**src/rtl/cic_pkg.sv**
```systemverilog
// Shared derivations and helpers for the CIC interpolator.
//   calc_w     : internal datapath width DATA_WIDTH + N*LOG2_R
//   calc_shift : output normalisation shift (N-1)*LOG2_R
//   sat_clip   : symmetric clip of a 64-bit signed value to a dw-bit range
package cic_pkg;

  localparam int unsigned DEF_N       = 3;
  localparam int unsigned DEF_LOG2_R  = 1;
  localparam int unsigned DEF_CLK_DIV = 3;

  function automatic int unsigned calc_w(input int unsigned dw,
                                         input int unsigned n,
                                         input int unsigned log2r);
    return dw + n * log2r;
  endfunction

  function automatic int unsigned calc_shift(input int unsigned n,
                                             input int unsigned log2r);
    return (n - 1) * log2r;
  endfunction

  function automatic logic signed [63:0] sat_clip(input logic signed [63:0] v,
                                                  input int unsigned       dw);
    logic signed [63:0] hi;
    logic signed [63:0] lo;
    hi = (64'sd1 <<< (dw - 1)) - 64'sd1;
    lo = -(64'sd1 <<< (dw - 1));
    if (v > hi) return hi;
    if (v < lo) return lo;
    return v;
  endfunction

endpackage

```
**src/rtl/cic_interpolator_if.sv**
```systemverilog
// Sample stream bundle between a producer (master) and the interpolator (slave).
//   x_in/in_valid   : producer sample and availability
//   in_ready        : interpolator consumes x_in this cycle
//   x_out/out_valid : interpolated sample and its update pulse
//   underrun        : a consume slot found in_valid low
interface cic_interpolator_if #(
  parameter int unsigned DATA_WIDTH = 16
);
  logic signed [DATA_WIDTH-1:0] x_in;
  logic                         in_valid;
  logic                         in_ready;
  logic signed [DATA_WIDTH-1:0] x_out;
  logic                         out_valid;
  logic                         underrun;

  modport master (
    output x_in, in_valid,
    input  in_ready, x_out, out_valid, underrun
  );

  modport slave (
    input  x_in, in_valid,
    output in_ready, x_out, out_valid, underrun
  );
endinterface

```
**src/rtl/cic_int_stage.sv**
```systemverilog
// One CIC integrator: W-bit wrapping accumulator advanced on i_en.
//   clk, rst_n : clock, async active-low reset
//   i_en       : advance enable (output-rate tick)
//   i_add      : addend
//   o_acc      : registered accumulator value
module cic_int_stage #(
  parameter int unsigned W = 19
) (
  input  logic                clk,
  input  logic                rst_n,
  input  logic                i_en,
  input  logic signed [W-1:0] i_add,
  output logic signed [W-1:0] o_acc
);

  logic signed [W-1:0] r_acc;

  // Modulo-2^W accumulation; wrap is intended
  always_ff @(posedge clk or negedge rst_n) begin
    if (!rst_n)    r_acc <= '0;
    else if (i_en) r_acc <= r_acc + i_add;
  end

  assign o_acc = r_acc;

endmodule

```
**src/rtl/cic_interpolator.sv**
```systemverilog
// CIC interpolator, ratio R = 2^LOG2_R, N comb + N integrator stages,
// unity DC gain after shift and saturation.
//   clk, rst_n : clock, async active-low reset
//   bus        : slave side of cic_interpolator_if (x_in/in_valid in,
//                in_ready/x_out/out_valid/underrun out)
module cic_interpolator
  import cic_pkg::*;
#(
  parameter int unsigned DATA_WIDTH = 16,
  parameter int unsigned N          = DEF_N,
  parameter int unsigned LOG2_R     = DEF_LOG2_R,
  parameter int unsigned CLK_DIV    = DEF_CLK_DIV
) (
  input  logic          clk,
  input  logic          rst_n,
  cic_interpolator_if.slave bus
);

  localparam int unsigned R     = 1 << LOG2_R;
  localparam int unsigned W     = calc_w(DATA_WIDTH, N, LOG2_R);
  localparam int unsigned SHIFT = calc_shift(N, LOG2_R);
  localparam int unsigned DIV_W = (CLK_DIV > 1) ? $clog2(CLK_DIV) : 1;
  localparam int unsigned PH_W  = (LOG2_R > 0) ? LOG2_R : 1;

  logic [DIV_W-1:0]             r_div;
  logic [PH_W-1:0]              r_phase;
  logic                         w_tick;
  logic                         w_phase0;
  logic                         w_in_ready;
  logic signed [DATA_WIDTH-1:0] w_s;
  logic signed [W-1:0]          w_cin [1:N];
  logic signed [W-1:0]          w_cn;
  logic signed [W-1:0]          r_d   [1:N];
  logic signed [W-1:0]          w_u;
  logic signed [W-1:0]          w_acc [1:N];
  logic signed [W-1:0]          w_shifted;
  logic signed [DATA_WIDTH-1:0] r_x_out;
  logic                         r_out_valid;
  logic                         r_underrun;

  assign w_tick     = (r_div == DIV_W'(CLK_DIV - 1));
  assign w_phase0   = (r_phase == '0);
  assign w_in_ready = w_tick && w_phase0;

  // Output-rate timebase and input-rate phase
  always_ff @(posedge clk or negedge rst_n) begin
    if (!rst_n) begin
      r_div   <= '0;
      r_phase <= '0;
    end else begin
      r_div <= w_tick ? '0 : r_div + DIV_W'(1);
      if (w_tick) r_phase <= (r_phase == PH_W'(R - 1)) ? '0 : r_phase + PH_W'(1);
    end
  end

  // A missing sample enters the filter as zero
  assign w_s = bus.in_valid ? bus.x_in : '0;

  // Comb chain, combinational through all stages; w_cin[k] is c_{k-1}
  always_comb begin
    logic signed [W-1:0] v_c;
    v_c = W'(w_s);
    for (int k = 1; k <= int'(N); k++) begin
      w_cin[k] = v_c;
      v_c      = v_c - r_d[k];
    end
    w_cn = v_c;
  end

  // Comb delays advance only at input rate
  always_ff @(posedge clk or negedge rst_n) begin
    if (!rst_n) begin
      for (int k = 1; k <= int'(N); k++) r_d[k] <= '0;
    end else if (w_in_ready) begin
      for (int k = 1; k <= int'(N); k++) r_d[k] <= w_cin[k];
    end
  end

  // Zero-stuffing upsampler
  assign w_u = w_phase0 ? w_cn : '0;

  // Pipelined integrators: stage k adds the previous register value of stage k-1
  for (genvar g = 1; g <= N; g++) begin : g_int
    logic signed [W-1:0] w_add;
    if (g == 1) begin : g_first
      assign w_add = w_u;
    end else begin : g_rest
      assign w_add = w_acc[g-1];
    end
    cic_int_stage #(.W(W)) u_stage (
      .clk   (clk),
      .rst_n (rst_n),
      .i_en  (w_tick),
      .i_add (w_add),
      .o_acc (w_acc[g])
    );
  end

  assign w_shifted = w_acc[N] >>> SHIFT;

  // Normalised, saturated output and status pulses
  always_ff @(posedge clk or negedge rst_n) begin
    if (!rst_n) begin
      r_x_out     <= '0;
      r_out_valid <= 1'b0;
      r_underrun  <= 1'b0;
    end else begin
      if (w_tick) r_x_out <= DATA_WIDTH'(sat_clip(64'(w_shifted), DATA_WIDTH));
      r_out_valid <= w_tick;
      r_underrun  <= w_in_ready && !bus.in_valid;
    end
  end

  assign bus.in_ready  = w_in_ready;
  assign bus.x_out     = r_x_out;
  assign bus.out_valid = r_out_valid;
  assign bus.underrun  = r_underrun;

endmodule

```
**src/flat_wrapper.sv**
```systemverilog
// flat-port wrapper written by rule: the top's interface ports become plain ports
module cic_interpolator_flat import cic_pkg::*;
#(
  parameter int unsigned DATA_WIDTH = 16,
  parameter int unsigned N          = DEF_N,
  parameter int unsigned LOG2_R     = DEF_LOG2_R,
  parameter int unsigned CLK_DIV    = DEF_CLK_DIV
)
  (clk, rst_n, bus_x_in, bus_in_valid, bus_in_ready, bus_x_out, bus_out_valid, bus_underrun);
  cic_interpolator_if #(.DATA_WIDTH(DATA_WIDTH)) bus_i ();
  input  logic clk;
  input  logic rst_n;
  input wire logic [$bits(bus_i.x_in)-1:0] bus_x_in;
  input wire logic [$bits(bus_i.in_valid)-1:0] bus_in_valid;
  output wire logic [$bits(bus_i.in_ready)-1:0] bus_in_ready;
  output wire logic [$bits(bus_i.x_out)-1:0] bus_x_out;
  output wire logic [$bits(bus_i.out_valid)-1:0] bus_out_valid;
  output wire logic [$bits(bus_i.underrun)-1:0] bus_underrun;
  assign bus_i.x_in = bus_x_in;
  assign bus_i.in_valid = bus_in_valid;
  assign bus_in_ready = bus_i.in_ready;
  assign bus_x_out = bus_i.x_out;
  assign bus_out_valid = bus_i.out_valid;
  assign bus_underrun = bus_i.underrun;
  cic_interpolator #(.DATA_WIDTH(DATA_WIDTH), .N(N), .LOG2_R(LOG2_R), .CLK_DIV(CLK_DIV)) u_core (.clk(clk), .rst_n(rst_n), .bus(bus_i));
endmodule
```
**config.mk**
```make
export PLATFORM = sky130hd
export DESIGN_NAME = cic_interpolator_flat
export DESIGN_NICKNAME = d
export VERILOG_FILES = /design/src/rtl/cic_pkg.sv /design/src/rtl/cic_interpolator_if.sv /design/src/rtl/cic_int_stage.sv /design/src/rtl/cic_interpolator.sv /design/src/flat_wrapper.sv
export SDC_FILE = /design/constraint.sdc
export NUM_CORES = 1
export LEC_CHECK = 0
export CAP_MARGIN = 10
export CORE_UTILIZATION = 32
export CTS_CLUSTER_SIZE = 12
export DETAILED_ROUTE_END_ITERATION = 12
export SKIP_CTS_REPAIR_TIMING = 1
export SYNTH_ARGS = -nofsm -noshare
export SYNTH_HDL_FRONTEND = slang
export SYNTH_SLANG_ARGS = --single-unit
```
**constraint.sdc**
```tcl
create_clock -name clk -period 8.7 [get_ports clk]
set_input_delay 1.305 -clock clk [delete_from_list [all_inputs] [get_ports clk]]
set_output_delay 1.305 -clock clk [all_outputs]
set_load 0.01 [all_outputs]
```
* Word level (Yosys, flattened, before mapping) *
Cells that the tools add are included.

storage, ports and cells
  flip-flop bits (word level) = 132
  bits in latches = 0
  memory bits (writable) = 0
  memory bits (read-only) = 0
  input port bits = 19
  output and inout bits = 19
  memories = 0

operators by class
  $add $sub $neg = 8
  multiply operators = 0
  divide/modulo/power cells = 0
  order comparisons = 2
  equal/unequal tests = 1
  shift-type cells = 0
  multiplexer cells = 13
  bitwise operators = 1
  reductions and logical operators = 3

operators with widths
  operator                count
  $mux W16                5
  $add A19 B19 Y19        3
  $sub A19 B19 Y19        2
  $mux W19                1
  $gt A17 B16 Y1 const B  1
  $lt A17 B16 Y1 const B  1
  $sub A16 B16 Y17        1
  $mux W1                 6
  $add A2 B1 Y2 const B   1
  $eq A2 B2 Y1 const B    1
  $logic_and A1 B1 Y1     2
  $mux W2                 1
  $add A1 B1 Y1 const B   1
  $logic_not A1 Y1        1
  $not A1 Y1              1

* Longest topological paths before layout *
Gate-level depths: netlist of run 1.

  depth in word-level cells = 7
  mapped depth = 35
  mapped depth without buffers = 34

* Modules after synthesis *
A second synthesis of run 1 with hierarchy kept.

unflattened totals
  cells, all modules = 1296
  area, all modules = 10961.8 um^2

modules (own cells, without submodules)
  module                                       times used  cells an instance  area each (um^2)  seq. area each (um^2)
  cic_interpolator                             1           671                5522.8            1801.7
  cic_int_stage (u_core.g_int[1].u_stage ...)  2           221                1879.3            475.5
  cic_int_stage (u_core.g_int[3].u_stage)      1           183                1680.4            475.5

* Worst setup path after synthesis of run 1 *
No wires, ideal clock.

  kind = input -> register
  start point = input bus_in_valid
  end point = register u_core.g_int[1].u_stage.r_acc[18]
  arrival = 7133 ps
  required time = 8571 ps
  slack = 1437 ps
  stages on the path = 32
  path through = clkbuf_1 nand2_1 ha_1 inv_1 fa_1 a21o_1 a21oi_1 o21bai_1 a21o_1 a21o_1 a21oi_1 xnor2_1 ha_1 and4_1 a221oi_1 ha_1 nor2_1 a21oi_1 a21o_1 a21oi_1 xor2_1 nor2_1 ha_1 a21oi_1 o21ai_1 or4_1 o221ai_1 a21boi_1 a31oi_1 nor4b_1 a211oi_1 nand3_1

RTL lines
  what                    line                 RTL
  start: declaration      flat_wrapper.sv:14   input wire logic [$bits(bus_i.in_valid)-1:0] bus_in_valid;
  end signal: assignment  cic_int_stage.sv:21  else if (i_en) r_acc <= r_acc + i_add;
  end: declaration        cic_int_stage.sv:16  logic signed [W-1:0] r_acc;

==> out/results.ini, run 1 <==
[cts]
cts_buffer_depth=2
cts-root-buf=clkbuf_16
clkLatencyLatePin_ps=430
clk_pin_slew_worst_paths_ps=60
tritoncts=yes
numCtsBuffers=17
htreeDepth=4
cts_sinks=130

[min_path]
holdPathStages=1
min_from=u_core.r_div[0]
holdPathEnd=u_core.r_div[0]
hold_path.class=reg2reg

[layout]
syn_to_final_growth_pct=14.8
antenna_cells=0
fin_cells=1597
drive_above_1_share_pct=5.39
final_common_cell=nand2_1
fin_nets=1327
final_cell_mix=nand2_1, o21ai_0, dfrtp_1
stdcell_area_sq_mm=0.0113

[timing]
max_freq_mhz=126
whs_ps=439
rsz0062_at_grt=false
slew_viol_final=0
period_share_pct=91.3
finalSetupTns_ps=0
tightest_slew_ps=1160
slew_headroom_pct=22.9
hold_viol=0
period_needed_ps=7940
setup_viol=0
finalClockSkew_ps=8.22

[synth]
synth_largest_area_cell=dfrtp_1
synth_area_leaders=dfrtp_1, ha_1, o21ai_0
yosys_warnings=0
synth_area_per_cell_sq_um=8.38
synth_seq_cells=130
synth.top_cell.area_share_pct=33.2
async_flop_share_pct=100
syn_area_sq_mm=0.00981
seq_area_frac_synth_pct=33.2
ys.flop_type=dfrtp_1
synth_edf_count=0
syn_nets=1302
synth.distinct_cells=64
syn_inst=1170

[setup_path]
reg2reg_to=u_core.g_int[1].u_stage.o_acc[18]
critical_path_buf_inv_count=2
ff2ff_path_depth=33
crit_arrival_ps=8300
crit_required_ps=9060
slowest_delay_ps=490
worst-path-max-fanout=6
critPathLaunchType=input pin
r2r_slack_ps=1810
slowest_stage=a2111oi_0
critical_path_class=in2reg
critPathTopFamily=compound AO/OA/AOI/OAI gates
cp-end-kind=flop
r2r-start=u_core.r_d[38]

[global_routing]
grt_pass1_wl_mm=33.1
grt_remaining_overflow=0
grt_max_degree=140
antenna_found_initial=0
grt.total_usage_pct=12.8
grt_pass1_vias=7309

[die]
die_area_sq_mm=0.0314
io_pins=38
die_w_um=177
coreArea_sq_mm=0.0299
initial_core_util_pct=32.8
die_y_um=177
rows=63

[outcome]
outcome=complete, no violations

[routing]
wl_met3_um=472
ant_nets=0
routed.top_layer=met4
drt-total-wl_mm=18.6
dr_total_vias=7582
drc=0
route.met2.wl_mm=8.51
via_per_inst=4.75
drt_iter0_markers=287
wl_per_cell_um=11.6
met1_length_mm=9.30
dr.pass1.iters=5

[placement]
placed_cell_area_sq_mm=0.0106
gp_congestion=0.850
dp_cells=1566
portBuffers=37
place_hpwl_mm=13.6

[flow_run]
cap_violations=0

## synth_stat cells (19+ instances only)
cell,n
inv_1,79
xnor2_1,42
clkbuf_1,35
nand2b_1,20
nand2_1,178
ha_1,107
dfrtp_1,130
nor2_1,70
nor3_1,19
xor2_1,39
and2_1,19
o21ai_0,156
a21o_1,32
a21oi_1,60
## flip-flops by register name (all words and copies together) (netlist names)
register                    cells
u_core.bus.out_valid            1
u_core.r_d                     52
u_core.r_div                    2
u_core.bus.x_out               16
u_core.r_phase                  1
u_core.bus.underrun             1
u_core.g_int.u_stage.o_acc     57
## per-stage QoR
| step | utilization (%) | setup WS [ps] |
|---|---|---|
| after floorplan | - | 1440 |
| after detailed placement | 35.4 | -0.973 |
| after global routing | 37.7 | 42.0 |
| final | 37.7 | 760 |
| after CTS | 37.7 | 338 |
| after global placement | 35.4 | 307 |
## layer usage
layer	global-route usage (%)	vias up
met3	2.79	18
li1	-	4129
met2	22.0	83
met5	0	-
met4	4.09	0
met1	15.8	3352
## worst max path at each step
stage / from / end / slack, ps / cells after the start
detailed placement: bus_in_valid / u_core.g_int[1].u_stage.o_acc[18] / -1 / 35
floorplan: bus_in_valid / u_core.g_int[1].u_stage.o_acc[18] / 1440 / 32
finish: bus_x_in[0] / u_core.g_int[1].u_stage.o_acc[18] / 760 / 35
global route: bus_x_in[0] / u_core.g_int[1].u_stage.o_acc[18] / 40 / 33
CTS: bus_in_valid / u_core.g_int[1].u_stage.o_acc[18] / 340 / 35
global placement: bus_in_valid / u_core.g_int[1].u_stage.o_acc[18] / 310 / 33
## worst register-to-register path, delay by kind of cell, from the launching register on
| kind | cells | cell delay, ps |
|---|---|---|
| AO/OA/AOI/OAI | 16 | 3140 |
| adder cells (fa/ha/maj) | 5 | 1450 |
| AND/OR/NAND/NOR | 8 | 1380 |
| XOR/XNOR | 3 | 470 |
| flip-flops | 1 | 350 |
| buffers and inverters | 1 | 60 |
## logic make-up (layout without fill, tap and decap cells)
group	Yosys count	in the layout	synth area share (%)
AOI/OAI and AO/OA	341	341	21.4
xor gates and xnor gates	81	81	7.23
buffers and inverters	115	152	4.40
muxes	11	11	1.25
and+or+nand+nor	379	379	17.7
DFF	130	130	33.2
adders and majority gates	113	113	14.9
## layout make-up
class	instances	area, sq um
Multi-Input combinational cell	925	6140
Clock inverter	13	231
Inverter	79	297
Fill cell	3042	18600
Tap cell	390	488
Sequential cell	130	3250
Clock buffer	18	439
Timing Repair Buffer	42	412
Power of run 1 is left out: the tool's default activity adds up to more than one toggle a clock period on the data nets, which glitch-free logic cannot reach.
==> run 2: changes to the inputs <==
ABC_AREA = 1   (was default)
PLACE_DENSITY = 0.51   (was default)
==> run 2 against run 1 <==
Against the previous run:
- count of clock-buffer cells in the layout is 6 higher
- core utilization is 0.65 points lower
- sequential share of layout area is 0.10 points lower
- cell area is 0.36% higher
- die area is 1.1% higher
- wire length is 28% higher
- final cell count is 12% higher
- synthesized cell count is 15% higher
- critical path depth is 4 higher
- area after synthesis is 1.1% higher
- first-iteration DRC count is 31% higher
- critical path type unchanged
- largest cell class unchanged
==> out/results.ini, run 2 <==
[layout]
drive_above_1_share_pct=3.32
antenna_cells=0
syn_to_final_growth_pct=13.9
final_cell_mix=nand2_1, inv_1, a21oi_1
final_common_cell=nand2_1
fin_nets=1508
largest_reg_flops=57

[synth]
yosys.area_share.adder_pct=14.7
synth_mux_area_share_pct=0
synth_commonest_cells=nand2_1, inv_1, a21oi_1, o21ai_0, dfrtp_1
synth.distinct_cells=38
synth_area_per_cell_sq_um=7.37
syn_inst=1345
yosys_warnings=0
synth_area_leaders=dfrtp_1, ha_1, nand2_1
yosysMostFrequentCell=nand2_1
synth_seq_cells=130
synth_largest_area_cell=dfrtp_1
syn_area_sq_mm=0.00992
synth_top_family_by_area=simple AND/OR/NAND/NOR gates
ys.flop_type=dfrtp_1
synth-simple-area-share_pct=21.4
synth_compound_area_share_pct=17.9
syn_nets=1477
synth_edf_count=0
synthXorXnorAreaFrac_pct=6.09
seq_area_frac_synth_pct=32.8
synth.top_cell.area_share_pct=32.8
async_flop_share_pct=100

[setup_path]
slowest_delay_ps=720
slowest_stage=clkdlybuf4s50_1
worst-path-max-fanout=17
critPathLaunch=bus_in_valid
critPathTopFamily=compound AO/OA/AOI/OAI gates
crit_arrival_ps=7790
critical_path_class=in2reg
critPathLaunchType=input pin
cp-end-kind=flop
crit_required_ps=9030
critical_path_buf_inv_count=7
cp_common_cell=a21oi_1
r2r-start=u_core.r_d[38]

[die]
coreArea_sq_mm=0.0305
die_w_um=178
die_y_um=178
die_area_sq_mm=0.0317
rows=64
io_pins=38
initial_core_util_pct=32.5

[timing]
slew_headroom_pct=43.5
hold_viol=0
rsz0062_at_grt=false
finalClockSkew_ps=7.43
slew_viol_final=0
period_share_pct=85.7
tightest_slew_ps=847
setup_viol=0
period_needed_ps=7460
finalSetupTns_ps=0
max_freq_mhz=134

[placement]
portBuffers=37
gp_congestion=0.834
place_hpwl_mm=18.3

[routing]
drt-total-wl_mm=23.8
dr.pass1.iters=5
dr_total_vias=8504
drc=0
wl_per_cell_um=13.3
drt_iter0_markers=377
via_per_inst=4.77
ant_nets=0

[cts]
clkLatencyLatePin_ps=440
clk_pin_slew_worst_paths_ps=60
cts_sinks=130
numCtsBuffers=17
htreeDepth=4
cts-root-buf=clkbuf_16
tritoncts=yes
cts_buffer_depth=2

[global_routing]
grt.total_usage_pct=16.2
antenna_found_initial=0
grt_max_degree=87
grt_remaining_overflow=0
grt_pass1_vias=8469
grt_pass1_wl_mm=40.3

[outcome]
outcome=complete, no violations

[min_path]
hold_path.class=reg2reg
min_from=u_core.r_div[0]

[flow_run]
cap_violations=0

[run 2: area by class of cell]
type,count,area (sq um)
clock inverter,6,105
timing repair buffer,43,417
clock buffer,24,472
tap,396,495
inverter,154,578
sequential,130,3250
fill,3198,19200
multi-input combinational,1030,5980
[run 2: metrics by stage]
step | hold slack (ps) | area, sq um | std cells | worst slack [ps] | utilization, %
after detailed placement | 421 | 10700 | 1753 | 761 | 35.1
final | 423 | 11300 | 1783 | 1240 | 37.0
after floorplan | 397 | 9920 | 1345 | 1940 | -
after global placement | 409 | 10700 | 1753 | 944 | 35.1
after global routing | 462 | 11300 | 1783 | 392 | 37.0
after CTS | 430 | 11300 | 1783 | 1210 | 37.0
[run 2: path summary, 6_finish.rpt]
kind                                                           to  cells past startpoint  slack (ps)
worst max-delay path            u_core.g_int[1].u_stage.o_acc[18]                     39        1240
worst min-delay path                              u_core.r_div[0]                      1         420
worst max register to register  u_core.g_int[1].u_stage.o_acc[18]                     37        2720
worst min register to register                    u_core.r_div[0]                      1         420
max in group asynchronous                          u_core.r_d[23]                      2        6540
min in group asynchronous                     u_core.bus.x_out[6]                      1         880
[run 2: cell families after synthesis]
kind of cell / after synthesis
flops: 130
fa+ha+maj: 113
buf+inv: 185
compound gates: 334
xor+xnor: 69
simple gates: 514
[run 2: metal layers]
layer	vias to the layer above	part of all wire, %	track usage [%]
met2	87	49	28.7
met3	30	2.4	3.20
met1	3855	46	19.1
met5	-	0	0
li1	4532	-	-
met4	0	2.2	6.05
Power of run 2 is left out for the same reason.
